[src/rtl/traffic_light_monitor.sv]
// traffic_light_monitor
// Watches the NS/SN/EW/WE light bus, flags the first encoding, sequencing,
// conflict, dwell or starvation violation and counts completed green phases.
module traffic_light_monitor #(
    parameter int MIN_GREEN  = 4,
    parameter int MIN_YELLOW = 2,
    parameter int MAX_RED    = 40,
    parameter int CNT_W      = 8
) (
    input  logic       CLK,
    input  logic       CLEAR_N,
    input  logic [1:0] NS,
    input  logic [1:0] SN,
    input  logic [1:0] EW,
    input  logic [1:0] WE,
    input  logic       ack,
    output logic       armed,
    output logic       fault,
    output logic [2:0] fault_code,
    output logic [1:0] fault_dir,
    output logic [7:0] phase_count
);

    localparam logic [1:0] RED = 2'b00;
    localparam logic [1:0] YEL = 2'b01;
    localparam logic [1:0] GRN = 2'b10;
    localparam logic [1:0] ILL = 2'b11;

    localparam logic [CNT_W-1:0] MIN_G_C  = CNT_W'(MIN_GREEN);
    localparam logic [CNT_W-1:0] MIN_Y_C  = CNT_W'(MIN_YELLOW);
    localparam logic [CNT_W-1:0] MAX_R_C  = CNT_W'(MAX_RED);
    localparam logic [CNT_W-1:0] SAT_C    = {CNT_W{1'b1}};
    localparam logic [CNT_W-1:0] ONE_C    = CNT_W'(1);
    localparam bit               STARVE_EN = (MAX_RED != 0);

    typedef enum logic [1:0] {
        SYNC  = 2'b00,
        ARMED = 2'b01,
        FAULT = 2'b10
    } state_t;

    state_t           state_r;
    state_t           state_nx_s;
    logic [1:0]       cur_s   [4];
    logic [1:0]       prev_r  [4];
    logic [CNT_W-1:0] dwell_r [4];

    logic [3:0] ill_s;
    logic [3:0] nonred_s;
    logic [3:0] trn_s;
    logic [3:0] sg_s;
    logic [3:0] sy_s;
    logic [3:0] st_s;
    logic [3:0] ph_s;
    logic       conflict_s;
    logic       all_red_s;
    logic       viol_s;
    logic [2:0] vcode_s;
    logic [1:0] vdir_s;
    logic [7:0] ph_inc_s;

    logic       armed_r;
    logic       fault_r;
    logic [2:0] fault_code_r;
    logic [1:0] fault_dir_r;
    logic [7:0] phase_count_r;

    // Lowest-index set bit, giving NS > SN > EW > WE priority.
    function automatic logic [1:0] first_dir(input logic [3:0] v);
        logic [1:0] d;
        if (v[0]) begin
            d = 2'd0;
        end else if (v[1]) begin
            d = 2'd1;
        end else if (v[2]) begin
            d = 2'd2;
        end else begin
            d = 2'd3;
        end
        return d;
    endfunction

    assign cur_s[0] = NS;
    assign cur_s[1] = SN;
    assign cur_s[2] = EW;
    assign cur_s[3] = WE;

    // Per-direction violation and phase-completion flags against the previous sample.
    always_comb begin
        ill_s    = 4'b0000;
        nonred_s = 4'b0000;
        trn_s    = 4'b0000;
        sg_s     = 4'b0000;
        sy_s     = 4'b0000;
        st_s     = 4'b0000;
        ph_s     = 4'b0000;
        for (int d = 0; d < 4; d++) begin
            ill_s[d]    = (cur_s[d] == ILL);
            nonred_s[d] = (cur_s[d] != RED);
            trn_s[d]    = ((prev_r[d] == GRN) && (cur_s[d] == RED)) ||
                          ((prev_r[d] == RED) && (cur_s[d] == YEL)) ||
                          ((prev_r[d] == YEL) && (cur_s[d] == GRN));
            sg_s[d]     = (prev_r[d] == GRN) && (cur_s[d] == YEL) && (dwell_r[d] < MIN_G_C);
            sy_s[d]     = (prev_r[d] == YEL) && (cur_s[d] == RED) && (dwell_r[d] < MIN_Y_C);
            st_s[d]     = STARVE_EN && (prev_r[d] == RED) && (cur_s[d] == RED) &&
                          (dwell_r[d] >= MAX_R_C);
            ph_s[d]     = (prev_r[d] == YEL) && (cur_s[d] == RED) && (dwell_r[d] >= MIN_Y_C);
        end
        conflict_s = (nonred_s[0] | nonred_s[1]) & (nonred_s[2] | nonred_s[3]);
        all_red_s  = (nonred_s == 4'b0000);
        ph_inc_s   = 8'(ph_s[0]) + 8'(ph_s[1]) + 8'(ph_s[2]) + 8'(ph_s[3]);
    end

    // Resolve simultaneous violations: lowest code first, then direction priority.
    always_comb begin
        viol_s  = 1'b1;
        vcode_s = 3'd0;
        vdir_s  = 2'd0;
        if (ill_s != 4'b0000) begin
            vcode_s = 3'd1;
            vdir_s  = first_dir(ill_s);
        end else if (conflict_s) begin
            vcode_s = 3'd2;
            vdir_s  = first_dir(nonred_s);
        end else if (trn_s != 4'b0000) begin
            vcode_s = 3'd3;
            vdir_s  = first_dir(trn_s);
        end else if (sg_s != 4'b0000) begin
            vcode_s = 3'd4;
            vdir_s  = first_dir(sg_s);
        end else if (sy_s != 4'b0000) begin
            vcode_s = 3'd5;
            vdir_s  = first_dir(sy_s);
        end else if (st_s != 4'b0000) begin
            vcode_s = 3'd6;
            vdir_s  = first_dir(st_s);
        end else begin
            viol_s  = 1'b0;
        end
    end

    // Next-state logic for the SYNC / ARMED / FAULT controller.
    always_comb begin
        state_nx_s = state_r;
        case (state_r)
            SYNC: begin
                if (all_red_s) begin
                    state_nx_s = ARMED;
                end else begin
                    state_nx_s = SYNC;
                end
            end
            ARMED: begin
                if (viol_s) begin
                    state_nx_s = FAULT;
                end else begin
                    state_nx_s = ARMED;
                end
            end
            FAULT: begin
                if (ack) begin
                    state_nx_s = SYNC;
                end else begin
                    state_nx_s = FAULT;
                end
            end
            default: begin
                state_nx_s = SYNC;
            end
        endcase
    end

    // State register.
    always_ff @(posedge CLK or negedge CLEAR_N) begin
        if (!CLEAR_N) begin
            state_r <= SYNC;
        end else begin
            state_r <= state_nx_s;
        end
    end

    // Previous-sample and dwell tracking; arming restarts every dwell at one red cycle.
    always_ff @(posedge CLK or negedge CLEAR_N) begin
        if (!CLEAR_N) begin
            for (int d = 0; d < 4; d++) begin
                prev_r[d]  <= RED;
                dwell_r[d] <= '0;
            end
        end else begin
            for (int d = 0; d < 4; d++) begin
                prev_r[d] <= cur_s[d];
                if ((state_r == SYNC) && all_red_s) begin
                    dwell_r[d] <= ONE_C;
                end else if (cur_s[d] != prev_r[d]) begin
                    dwell_r[d] <= ONE_C;
                end else if (dwell_r[d] != SAT_C) begin
                    dwell_r[d] <= dwell_r[d] + ONE_C;
                end
            end
        end
    end

    // Registered outputs: fault latch keeps the first violation until ack.
    always_ff @(posedge CLK or negedge CLEAR_N) begin
        if (!CLEAR_N) begin
            armed_r       <= 1'b0;
            fault_r       <= 1'b0;
            fault_code_r  <= 3'd0;
            fault_dir_r   <= 2'd0;
            phase_count_r <= 8'd0;
        end else begin
            armed_r <= (state_nx_s == ARMED);
            case (state_r)
                ARMED: begin
                    if (viol_s) begin
                        fault_r      <= 1'b1;
                        fault_code_r <= vcode_s;
                        fault_dir_r  <= vdir_s;
                    end else begin
                        phase_count_r <= phase_count_r + ph_inc_s;
                    end
                end
                FAULT: begin
                    if (ack) begin
                        fault_r      <= 1'b0;
                        fault_code_r <= 3'd0;
                        fault_dir_r  <= 2'd0;
                    end
                end
                default: begin
                    fault_r <= fault_r;
                end
            endcase
        end
    end

    assign armed       = armed_r;
    assign fault       = fault_r;
    assign fault_code  = fault_code_r;
    assign fault_dir   = fault_dir_r;
    assign phase_count = phase_count_r;

endmodule

[config.mk]
export PLATFORM = sky130hd
export DESIGN_NAME = traffic_light_monitor
export DESIGN_NICKNAME = d
export VERILOG_FILES = /design/src/rtl/traffic_light_monitor.sv
export SDC_FILE = /design/constraint.sdc
export NUM_CORES = 1
export LEC_CHECK = 0
export CAP_MARGIN = 10
export CELL_PAD_IN_SITES_DETAIL_PLACEMENT = 0
export CELL_PAD_IN_SITES_GLOBAL_PLACEMENT = 1
export CORE_MARGIN = 2
export CORE_UTILIZATION = 30
export DETAILED_ROUTE_END_ITERATION = 8
export PLACE_DENSITY_LB_ADDON = 0.05
export SETUP_SLACK_MARGIN = 0.15
export SLEW_MARGIN = 40
export SYNTH_ARGS = -nofsm -noshare
export SYNTH_HDL_FRONTEND = slang
export SYNTH_SLANG_ARGS = --single-unit
export TNS_END_PERCENT = 30
[constraint.sdc]
create_clock -name CLK -period 4.17 [get_ports CLK]
set_input_delay 0.834 -clock CLK [delete_from_list [all_inputs] [get_ports CLK]]
set_output_delay 0.834 -clock CLK [all_outputs]
set_load 0.005 [all_outputs]
==> metrics.txt <==
layout cell share with drive strength beyond 1 0.08088; RSZ-0062 raised after global routing no; setup TNS 0 ns; crit share post-route 0.8361; dominant cells by area after synthesis dfrtp_1 41%, nor2_1 5.1%, a21oi_1 3.6%; drc violations 0; worst setup path class primary input to flip-flop; r2r setup slk 0.94 ns; Synth Flop Type dfrtp_1; critical path arrival about 3.7 ns; Final Wtd Congestion a little over 0.8; count leader, synth dfrtp_1; Mapped Cells between 300 and 400; io pins 26; Synth top area share 0.4074; Pwr Density 347.6 nW/um^2; largest net degree at the start of global routing 30; Hold Buf Count CTS 0; Cell Rows 39; Top Family by Delay on Critical Path simple AND/OR/NAND/NOR gates; crit path launch type primary input; cell area after synthesis approximately 3500 um^2; hpwl dp roughly 6000 um; cell repeated most along the worst path or4_4; Post-CTS Setup Bufs 0; Slew Limit Fails 0; Syn Nets between 400 and 500; Unique masters post-synth 63; initial antenna violation count 0; dpl ws approximately 0.38 ns; Post-synth EDFFs 0; fillers ~1200; die width 112.0 um; final wirelength 8204 um; NumNets Final 428; GRT Total Usage 0.1424; vias in the first global route 2751; headroom to the max-slew limit 0.5384; Seq/Total Area, Yosys 0.4074; drt initial violations 104; Worst path slowest cell clkdlybuf4s50_1; worst clock skew approximately 0.0052 ns; shortest period the worst path allows 3.487 ns; H-tree depth 3; number of I/O port buffers 25; Ys Warns 0; Buf+Inv Stages, Crit Path 1; Setup WS post-layout 0.6835 ns; Hold Vio Cnt, Final 0; largest area contributor in the netlist dfrtp_1; detailed-route via count 2811; CTS sink cnt 57; synthesized area per cell roughly 9 um^2; PostCTS Resize Cnt 0; Root Driver clkbuf_16; Skew-Pair Late Insertion Delay about 0.33 ns; Synth top cells by count 57 x dfrtp_1, 48 x nor2_1, 25 x a21oi_1; Max Clock Freq approximately 290 MHz; DRT Pass-1 Iters 4; worst path cell trace clkdlybuf4s50_1, or4_1, a21oi_1, nor4_1, nand4_1, or4_4, or4_4, xnor2_2; first-pass GRT wire length ~14000 um; area of the multi-input gates ~1900 um^2; Lkg Pwr around 0.0018 uW; Slew @ Worst Pin roughly 0.7 ns; slowest stage delay, CP ~0.72 ns; Peak VDD IR approximately 0.00021 V; status finished, final reports clean; Core Region 11420 um^2; Critical Path Sink Type flip-flop; FF+latch area between 1000 and 1500 um^2; Initial Utilization 0.3066; die area approximately 13000 um^2; asr flop ratio synth 1.000; Worst EP required 4.38 ns; Vias/cell between 5 and 6; Synth Register Bits 57; max capacitance violation total 0; Worst-path clk slew 0.05 ns; TritonCTS clock tree yes; Longest Clk Path Bufs 2; Worst Path Max Fanout 15; clock buffer count from CTS 9; antenna-violating nets left 0; layout overhead on the synthesized area 17.69%; WL/cell around 15 um; GRT overflow 0; die boundary height between 100 and 150 um; Inserted Diodes 0; Hold WC Path Type flip-flop to flip-flop; final setup vio count 0
-- worst reg2reg max path, stage by stage, from the launching register on --
cell	delay, ns
dfrtp_1	0.42
or4_1	0.62
o211ai_1	0.40
fa_1	0.48
inv_1	0.08
fa_1	0.19
inv_1	0.05
fa_1	0.41
nor4_1	0.35
xor2_1	0.17
-- logic make-up after synthesis --
| group | count (synthesis) | share of synthesized area |
|---|---|---|
| buffers and inverters | 30 | 0.04217 |
| adders and majority gates | 12 | 0.04932 |
| muxes | 4 | 0.01179 |
| AOI/OAI and AO/OA | 69 | 0.1280 |
| and+or+nand+nor | 182 | 0.2941 |
| xor gates and xnor gates | 26 | 0.06719 |
| DFF | 57 | 0.4074 |
-- where the power goes --
part / total [uW] / switching [uW] / internal [uW]
Clock: 665 / 238 / 427
Sequential: 601 / 24.9 / 576
Combinational: 166 / 93.8 / 72.7
Total: 1430 / 357 / 1080
-- cells in the final DEF, fill, tap and decap left out, types with 4 or more instances in the layout --
| cell | n |
|---|---|
| o21ai_0 | 16 |
| nor3_1 | 12 |
| nor4_1 | 8 |
| or4_1 | 5 |
| a211oi_1 | 4 |
| nor2_1 | 48 |
| dfrtp_1 | 57 |
| inv_1 | 17 |
| a21oi_1 | 25 |
| clkbuf_16 | 9 |
| ha_1 | 9 |
| nand4_1 | 11 |
| nand2b_1 | 7 |
| nor2b_1 | 7 |
| and3_1 | 10 |
| nand3_1 | 22 |
| xnor2_1 | 12 |
| nand2_1 | 20 |
| xor2_1 | 13 |
| nand3b_1 | 6 |
| clkdlybuf4s50_1 | 24 |
-- cell type report --
cell class	count	area share
inverters	17	0.01549
repair buffers	27	0.06316
multi-input cells	293	0.4677
flip-flops and latches	57	0.3462
clock buffers	14	0.06408
well taps	143	0.04343
-- routing by layer --
metal | global-route usage | share of wire | vias up
met2 | 0.2186 | 0.45 | 39
met1 | 0.1881 | 0.50 | 1348
met4 | 0.05285 | 0.015 | 0
li1 | - | - | 1415
met5 | 0 | 0 | -
met3 | 0.04752 | 0.033 | 9
-- sequential cells by signal (all words and copies together), names as in the netlist --
name / flops
fault: 1
dwell_r: 32
armed: 1
fault_dir: 2
phase_count: 8
prev_r: 8
state_r: 2
fault_code: 3
-- final timing paths --
check / cells past startpoint / startpoint / to
min reg2reg: 2 / fault / fault
min in group asynchronous: 1 / CLEAR_N / dwell_r[17]
min: 2 / fault / fault
max reg2reg: 9 / dwell_r[26] / phase_count[6]
max: 8 / SN[1] / phase_count[7]
max in group asynchronous: 2 / CLEAR_N / dwell_r[31]
-- stage by stage --
stage          power, uW  hold WS (ns)  area, um^2  std cells    util
5_1_grt             1510        0.5041        4120        551  0.3608
4_1_cts             1463        0.4847        4120        551  0.3608
3_5_place_dp       779.2        0.4736        3856        537  0.3377
2_1_floorplan      717.5        0.4707        3501        380       -
3_3_place_gp       779.2        0.4627        3856        537  0.3377
6_report            1432        0.4770        4120        551  0.3608
Note: power is estimated with default switching activity, not from simulation.
